**src/rtl/fifo_uart_tx.sv**
```systemverilog
// Drains a synchronous byte FIFO one pop at a time and serialises each byte as a UART
// frame: start bit, 8 data bits LSB first, optional parity bit, then 1 or 2 stop bits.
module fifo_uart_tx #(
  parameter int CLKS_PER_BIT = 868,
  parameter int PARITY_EN    = 0,
  parameter int PARITY_ODD   = 0,
  parameter int STOP_BITS    = 1
) (
  input  logic       clk,
  input  logic       rst,
  input  logic       enable,
  input  logic       fifo_empty,
  input  logic [7:0] fifo_data_out,
  output logic       fifo_rd_en,
  output logic       tx,
  output logic       busy,
  output logic       byte_done
);

  localparam int STOP_LEN = STOP_BITS * CLKS_PER_BIT;
  localparam int CNT_W    = (STOP_LEN > 1) ? $clog2(STOP_LEN) : 1;
  localparam logic [CNT_W-1:0] BIT_LAST  = CNT_W'(CLKS_PER_BIT - 1);
  localparam logic [CNT_W-1:0] STOP_LAST = CNT_W'(STOP_LEN - 1);
  localparam logic [CNT_W-1:0] STOP_PRE  = CNT_W'(STOP_LEN - 2);
  localparam logic ODD_BIT = (PARITY_ODD != 0);

  typedef enum logic [2:0] {
    IDLE, FETCH, LOAD, START, DATA, PARITY, STOP
  } state_t;

  state_t           state_reg;
  logic [7:0]       shift_reg;
  logic             parity_reg;
  logic [2:0]       bit_cnt_reg;
  logic [CNT_W-1:0] cycle_cnt_reg;

  // Outputs are registered: each transition also loads the level the next state drives.
  always_ff @(posedge clk) begin
    if (rst) begin
      state_reg     <= IDLE;
      shift_reg     <= '0;
      parity_reg    <= 1'b0;
      bit_cnt_reg   <= '0;
      cycle_cnt_reg <= '0;
      fifo_rd_en    <= 1'b0;
      tx            <= 1'b1;
      busy          <= 1'b0;
      byte_done     <= 1'b0;
    end else begin
      case (state_reg)
        IDLE: begin
          tx <= 1'b1;
          if (enable && !fifo_empty) begin
            state_reg  <= FETCH;
            fifo_rd_en <= 1'b1;
            busy       <= 1'b1;
          end
        end
        FETCH: begin
          fifo_rd_en <= 1'b0;
          state_reg  <= LOAD;
        end
        LOAD: begin
          shift_reg     <= fifo_data_out;
          parity_reg    <= 1'b0;
          cycle_cnt_reg <= '0;
          tx            <= 1'b0;
          state_reg     <= START;
        end
        START: begin
          if (cycle_cnt_reg == BIT_LAST) begin
            cycle_cnt_reg <= '0;
            bit_cnt_reg   <= '0;
            tx            <= shift_reg[0];
            state_reg     <= DATA;
          end else begin
            cycle_cnt_reg <= cycle_cnt_reg + 1'b1;
          end
        end
        DATA: begin
          if (cycle_cnt_reg == BIT_LAST) begin
            cycle_cnt_reg <= '0;
            shift_reg     <= {1'b0, shift_reg[7:1]};
            parity_reg    <= parity_reg ^ shift_reg[0];
            bit_cnt_reg   <= bit_cnt_reg + 3'd1;
            if (bit_cnt_reg == 3'd7) begin
              if (PARITY_EN != 0) begin
                tx        <= parity_reg ^ shift_reg[0] ^ ODD_BIT;
                state_reg <= PARITY;
              end else begin
                tx        <= 1'b1;
                state_reg <= STOP;
              end
            end else begin
              tx <= shift_reg[1];
            end
          end else begin
            cycle_cnt_reg <= cycle_cnt_reg + 1'b1;
          end
        end
        PARITY: begin
          if (cycle_cnt_reg == BIT_LAST) begin
            cycle_cnt_reg <= '0;
            tx            <= 1'b1;
            state_reg     <= STOP;
          end else begin
            cycle_cnt_reg <= cycle_cnt_reg + 1'b1;
          end
        end
        STOP: begin
          // byte_done is raised one cycle early so the register is high in the last stop cycle.
          if (cycle_cnt_reg == STOP_LAST) begin
            cycle_cnt_reg <= '0;
            byte_done     <= 1'b0;
            busy          <= 1'b0;
            state_reg     <= IDLE;
          end else begin
            byte_done     <= (cycle_cnt_reg == STOP_PRE);
            cycle_cnt_reg <= cycle_cnt_reg + 1'b1;
          end
        end
        default: begin
          state_reg  <= IDLE;
          fifo_rd_en <= 1'b0;
          tx         <= 1'b1;
          busy       <= 1'b0;
          byte_done  <= 1'b0;
        end
      endcase
    end
  end

endmodule

```
**config.mk**
```make
export PLATFORM = sky130hd
export DESIGN_NAME = fifo_uart_tx
export DESIGN_NICKNAME = d
export VERILOG_FILES = /design/src/rtl/fifo_uart_tx.sv
export SDC_FILE = /design/constraint.sdc
export NUM_CORES = 1
export LEC_CHECK = 0
export CAP_MARGIN = 10
export CORE_MARGIN = 3
export CORE_UTILIZATION = 40
export CTS_CLUSTER_SIZE = 14
export DETAILED_ROUTE_END_ITERATION = 16
export SYNTH_ARGS = -nofsm -noshare
export SYNTH_HDL_FRONTEND = slang
export SYNTH_SLANG_ARGS = --single-unit
```
**constraint.sdc**
```tcl
create_clock -name clk -period 4.4 [get_ports clk]
set_input_delay 0.66 -clock clk [delete_from_list [all_inputs] [get_ports clk]]
set_output_delay 0.66 -clock clk [all_outputs]
set_load 0.02 [all_outputs]
```
==> results.yml, run 1 <==
status:
  status: "complete, no violations"
floorplan:
  io_pins: 16
  fp.dieW_um: 69.0
  die_area_sq_um: 4770
  core_area_sq_um: 3740
  die_y_um: 69.0
  rows: 22
  start_util_pct: 42.4
synthesis:
  synth_compound_area_share_pct: 25.5
  syn_nets: 208
  ys_seq_area_share_pct: 35.3
  synth_fa_ha_area_share_pct: 3.15
  avgSynthCellArea_sq_um: 8.28
  synthXorXnorAreaFrac_pct: 0
  synthSimpleGateAreaFrac_pct: 24.4
  synthCells: 192
  synth_mux_area_share_pct: 5.67
  synth.cell_area_sq_um: 1590
  synth_warnings: 0
  ys_ff_latch: 28
  yosysUniqueCellTypes: 44
  synth_top_family_by_area: "compound AO/OA/AOI/OAI gates"
clocking:
  tritoncts: "built"
  cts_buffer_depth: 2
  cts_made_buffers: 3
  cts-resized-gates: 0
  clk_pin_slew_ns: 0.09
  root_buffer: "clkbuf_8"
  post-cts-setup-buffers: 0
  cts_max_level: 1
  cts_sinks: 28
  clk_latency_ns: 0.27
  holdBufCountCts: 0
layout:
  drive_gt1_share_pct: 5.58
  nets: 214
  multi_input_area_sq_um: 938
  utilization_pct: 48.1
  seq_area_sq_um: 561
  n_fill_cell: 385
  final_cells: 245
  area_growth_pct: 13.4
  num_antenna_cells: 0
  largest_register_ffs: 10
setup_path:
  crit_path_end_kind: "flip-flop"
  cp_data_required_time_ns: 4.60
  cp-start-kind: "flip-flop"
  cp.arrival_ns: 2.63
  critPathMaxFanout: 19
  crit_type: "flip-flop to flip-flop"
placement:
  dp_cells: 241
  post-place-ws_ns: 1.74
  portBuffers: 15
  place.gp.congestion: 0.864
  dpl.hpwl_mm: 2.39
global_route:
  grt_max_degree: 27
  grt-ovfl-total: 0
  grt_pass1_wl_mm: 6.24
  track_usage_pct: 15.4
  grt_pass1_vias: 1355
  antenna_found_initial: 0
route:
  ant_nets: 0
  vias_per_cell: 5.94
  drt_pass1_iterations: 4
  routed_wl_mm: 3.58
  drc: 0
  post_drt_wl_per_cell_um: 14.6
  drtIter0Drc: 96
  num_vias: 1455
timing:
  setup_slack_ns: 1.98
  rsz0062_at_grt: "no"
  fin_skew_ns: 0.00237
  fin_crit_ns: 2.42
  worst_pin_slew_ns: 1.03
  slew_violations: 0
  setup_viol: 0
  finalHoldViolations: 0
  fin_tns_setup_ns: 0
  fmax_mhz: 412
  relSlewSlack_pct: 30.8
  min_period_over_period_pct: 55.1
min_path:
  min_path_type: "flip-flop to flip-flop"
pwr:
  power_density_nw_per_um2: 275
  fin_total_pwr_uw: 495
  ir_worst_vdd_v: 0.000118
  p_leak_uw: 0.000590
job:
  maxCapViolCount: 0
-- cells in the final DEF (no fill, tap or decap), types with 6 or more instances in the layout --
cell type        netlist  final
a21oi_1               12     12
dfxtp_1               28     28
nor2_1                18     18
inv_1                  6      6
clkdlybuf4s50_1        0     15
o21ai_0                6      6
a211oi_1               9      9
a31oi_1               11     11
mux2i_1                9      9
nand3_1               12     12
nand2_1               14     14
-- stage by stage --
stage | cell area, sq um | hold slack (ns)
2_1_floorplan | 1590 | 0.444
3_3_place_gp | 1750 | 0.449
3_5_place_dp | 1750 | 0.459
4_1_cts | 1800 | 0.479
5_1_grt | 1800 | 0.499
6_report | 1800 | 0.467
-- critical path: stages (launching register included) --
cell and delay [ns]:
dfxtp_1 0.74, nand3b_1 0.25, a21oi_1 0.79, or3b_1 0.41
a31oi_1 0.17
-- logic make-up after synthesis --
group | after synthesis
adders and majority gates | 4
buffers and inverters | 22
DFF | 28
AOI/OAI and AO/OA | 57
muxes | 9
and+or+nand+nor | 72
-- where the power goes --
part / total [uW] / internal, uW / switching, uW
registers: 277 / 264 / 12.8
clock network: 158 / 80.1 / 77.5
logic: 60.5 / 30.6 / 29.9
total: 495 / 375 / 120
-- final timing paths --
kind / start / endpoint / slack [ns] / cells past startpoint
max reg2reg: state_reg[0] / cycle_cnt_reg[5] / 1.98 / 4
min reg2reg: byte_done / byte_done / 0.47 / 2
max: state_reg[0] / cycle_cnt_reg[5] / 1.98 / 4
min: byte_done / byte_done / 0.47 / 2
-- routing by layer --
metal	track usage, %	part of all wire, %
met5	0	0
met4	3.90	0.87
met3	2.92	5.2
met2	24.2	46
met1	21.6	48
-- synth_stat cells --
cell	n	area share [%]
and4bb_1	1	0.79
o2111ai_1	1	0.55
nand3b_1	2	0.94
nor3_1	1	0.31
nand4_1	3	1.2
a41oi_1	2	1.1
nand3_1	12	3.8
o211a_1	1	0.63
nand2_1	14	3.3
a21bo_2	1	0.63
ha_1	4	3.1
a22oi_1	2	0.94
nor2_1	18	4.3
o221ai_1	2	1.1
clkbuf_1	10	2.4
and4_1	1	0.55
o211ai_1	2	0.94
mux2i_1	9	5.7
nor4bb_1	2	1.3
and3b_1	1	0.55
or4b_1	1	0.63
a211oi_1	9	4.3
a32o_1	1	0.63
a21oi_1	12	3.8
or3b_1	1	0.55
a2bb2oi_1	2	1.1
inv_1	6	1.4
nand2b_1	4	1.6
nor4_1	1	0.39
buf_6	1	0.71
a32oi_1	2	1.1
buf_2	4	1.3
and3_2	2	0.94
a32oi_4	1	1.7
o22ai_1	2	0.79
nor2b_1	2	0.79
o21ai_0	6	1.9
a31oi_1	11	4.3
nor4b_1	1	0.55
dfxtp_1	28	35
buf_1	1	0.24
nor3b_1	1	0.47
and2_1	1	0.39
and3_1	3	1.2
-- area by class of cell --
type                    instances  share of cell area, %
inverters                       6                   1.25
well taps                      48                   3.33
multi-input cells             142                   52.1
repair buffers                 17                   9.17
clock buffers                   4                   3.06
flip-flops and latches         28                   31.1
No activity file was read; power rests on OpenSTA's default activity.
==> inputs of run 2 (changes only) <==
- clock period: 4.4 -> 2.5 ns (I/O delays scaled with it)
==> results.yml, run 2 (same netlist as run 1, synthesis figures left out) <==
status:
  status: "complete, no violations"
global_route:
  track_usage_pct: 15.7
  antenna_found_initial: 0
  grt-ovfl-total: 0
  grt_pass1_vias: 1500
  grt_pass1_wl_mm: 6.47
  grt_max_degree: 21
placement:
  place.gp.congestion: 0.834
  portBuffers: 15
  dpl.hpwl_mm: 2.59
timing:
  fin_skew_ns: 0.00214
  relSlewSlack_pct: 62.8
  fin_crit_ns: 1.99
  min_period_over_period_pct: 79.4
  hold_ws_ns: 0.468
  finalHoldViolations: 0
  slew_violations: 0
  worst_pin_slew_ns: 0.557
  rsz0062_at_grt: "no"
  fmax_mhz: 504
  fin_tns_setup_ns: 0
  setup_viol: 0
layout:
  layout_commonest_cell: "dfxtp_1"
  largest_register_ffs: 10
  nets: 218
  area_growth_pct: 15.3
  most-common-layout-cells: "28 x dfxtp_1, 18 x nor2_1, 15 x clkdlybuf4s50_1"
  num_antenna_cells: 0
  drive_gt1_share_pct: 7.46
min_path:
  min_path_type: "flip-flop to flip-flop"
  min_from: "byte_done"
clocking:
  cts_sinks: 28
  holdBufCountCts: 0
  cts_max_level: 1
  post-cts-setup-buffers: 0
  clk_latency_ns: 0.27
  cts_buffer_depth: 2
  root_buffer: "clkbuf_8"
  cts-resized-gates: 0
  cts_made_buffers: 3
  tritoncts: "built"
  clk_pin_slew_ns: 0.09
floorplan:
  die_area_sq_um: 4770
  rows: 22
  io_pins: 16
  die_y_um: 69.0
  fp.dieW_um: 69.0
  core_area_sq_um: 3740
  start_util_pct: 42.4
route:
  post_drt_wl_per_cell_um: 14.5
  num_vias: 1491
  ant_nets: 0
  vias_per_cell: 5.99
  routed_wl_mm: 3.61
  drc: 0
  drt_pass1_iterations: 4
  drtIter0Drc: 80
setup_path:
  cp.arrival_ns: 2.18
  cp-start-kind: "flip-flop"
  crit_start: "state_reg[1]"
  reg2reg_from: "state_reg[1]"
  crit_path_end_kind: "flip-flop"
  cp_data_required_time_ns: 2.69
  crit_type: "flip-flop to flip-flop"
  critPathMaxFanout: 16
job:
  maxCapViolCount: 0
pwr:
  ir_worst_vdd_v: 0.000207
  power_density_nw_per_um2: 481
  p_leak_uw: 0.000612
run 2: cell types whose count changed in the layout (fill, tap and decap cells not counted), sizes merged:
cell  previous run  this run
buf              2         6
run 2: power breakdown:
group          internal [uW]  total, uW  switching, uW
sequential               464        483           18.7
combinational           55.5        114           59.0
clock                    141        283            142
run 2: final timing paths:
kind	end	slack, ns	depth (start not counted)
max	shift_reg[2]	0.51	4
min	byte_done	0.47	2
max reg2reg	shift_reg[2]	0.51	4
min reg2reg	byte_done	0.47	2
run 2: final cells by class:
type | instances | area [sq um]
Multi-Input combinational cell | 142 | 938
Inverter | 6 | 22.5
Sequential cell | 28 | 561
Timing Repair Buffer | 21 | 195
Tap cell | 48 | 60.1
Fill cell | 379 | 1910
Clock buffer | 4 | 55.1
run 2: worst max-delay path: stages, from the launching register on:
cell and delay (ns):
dfxtp_1 0.66, nor2b_1 0.40, a32o_1 0.50, nor2_1 0.09, a211oi_1 0.25
run 2: per-stage QoR:
step / worst slack (ns) / std cells / power [uW] / utilization [%] / cell area, sq um
2_1_floorplan: 0.855 / 192 / 563 / - / 1590
6_report: 0.514 / 249 / 881 / 48.9 / 1830
3_3_place_gp: 0.634 / 245 / 604 / 47.5 / 1780
5_1_grt: 0.274 / 249 / 916 / 48.9 / 1830
3_5_place_dp: 0.528 / 245 / 608 / 47.5 / 1780
4_1_cts: 0.487 / 249 / 893 / 48.9 / 1830
run 2: routing by layer:
metal	vias up	wire (um)	GRT usage, %
met1	711	1710	20.7
met5	-	0	0
li1	738	-	-
met4	0	48	5.42
met2	37	1720	26.8
met3	5	129	1.46
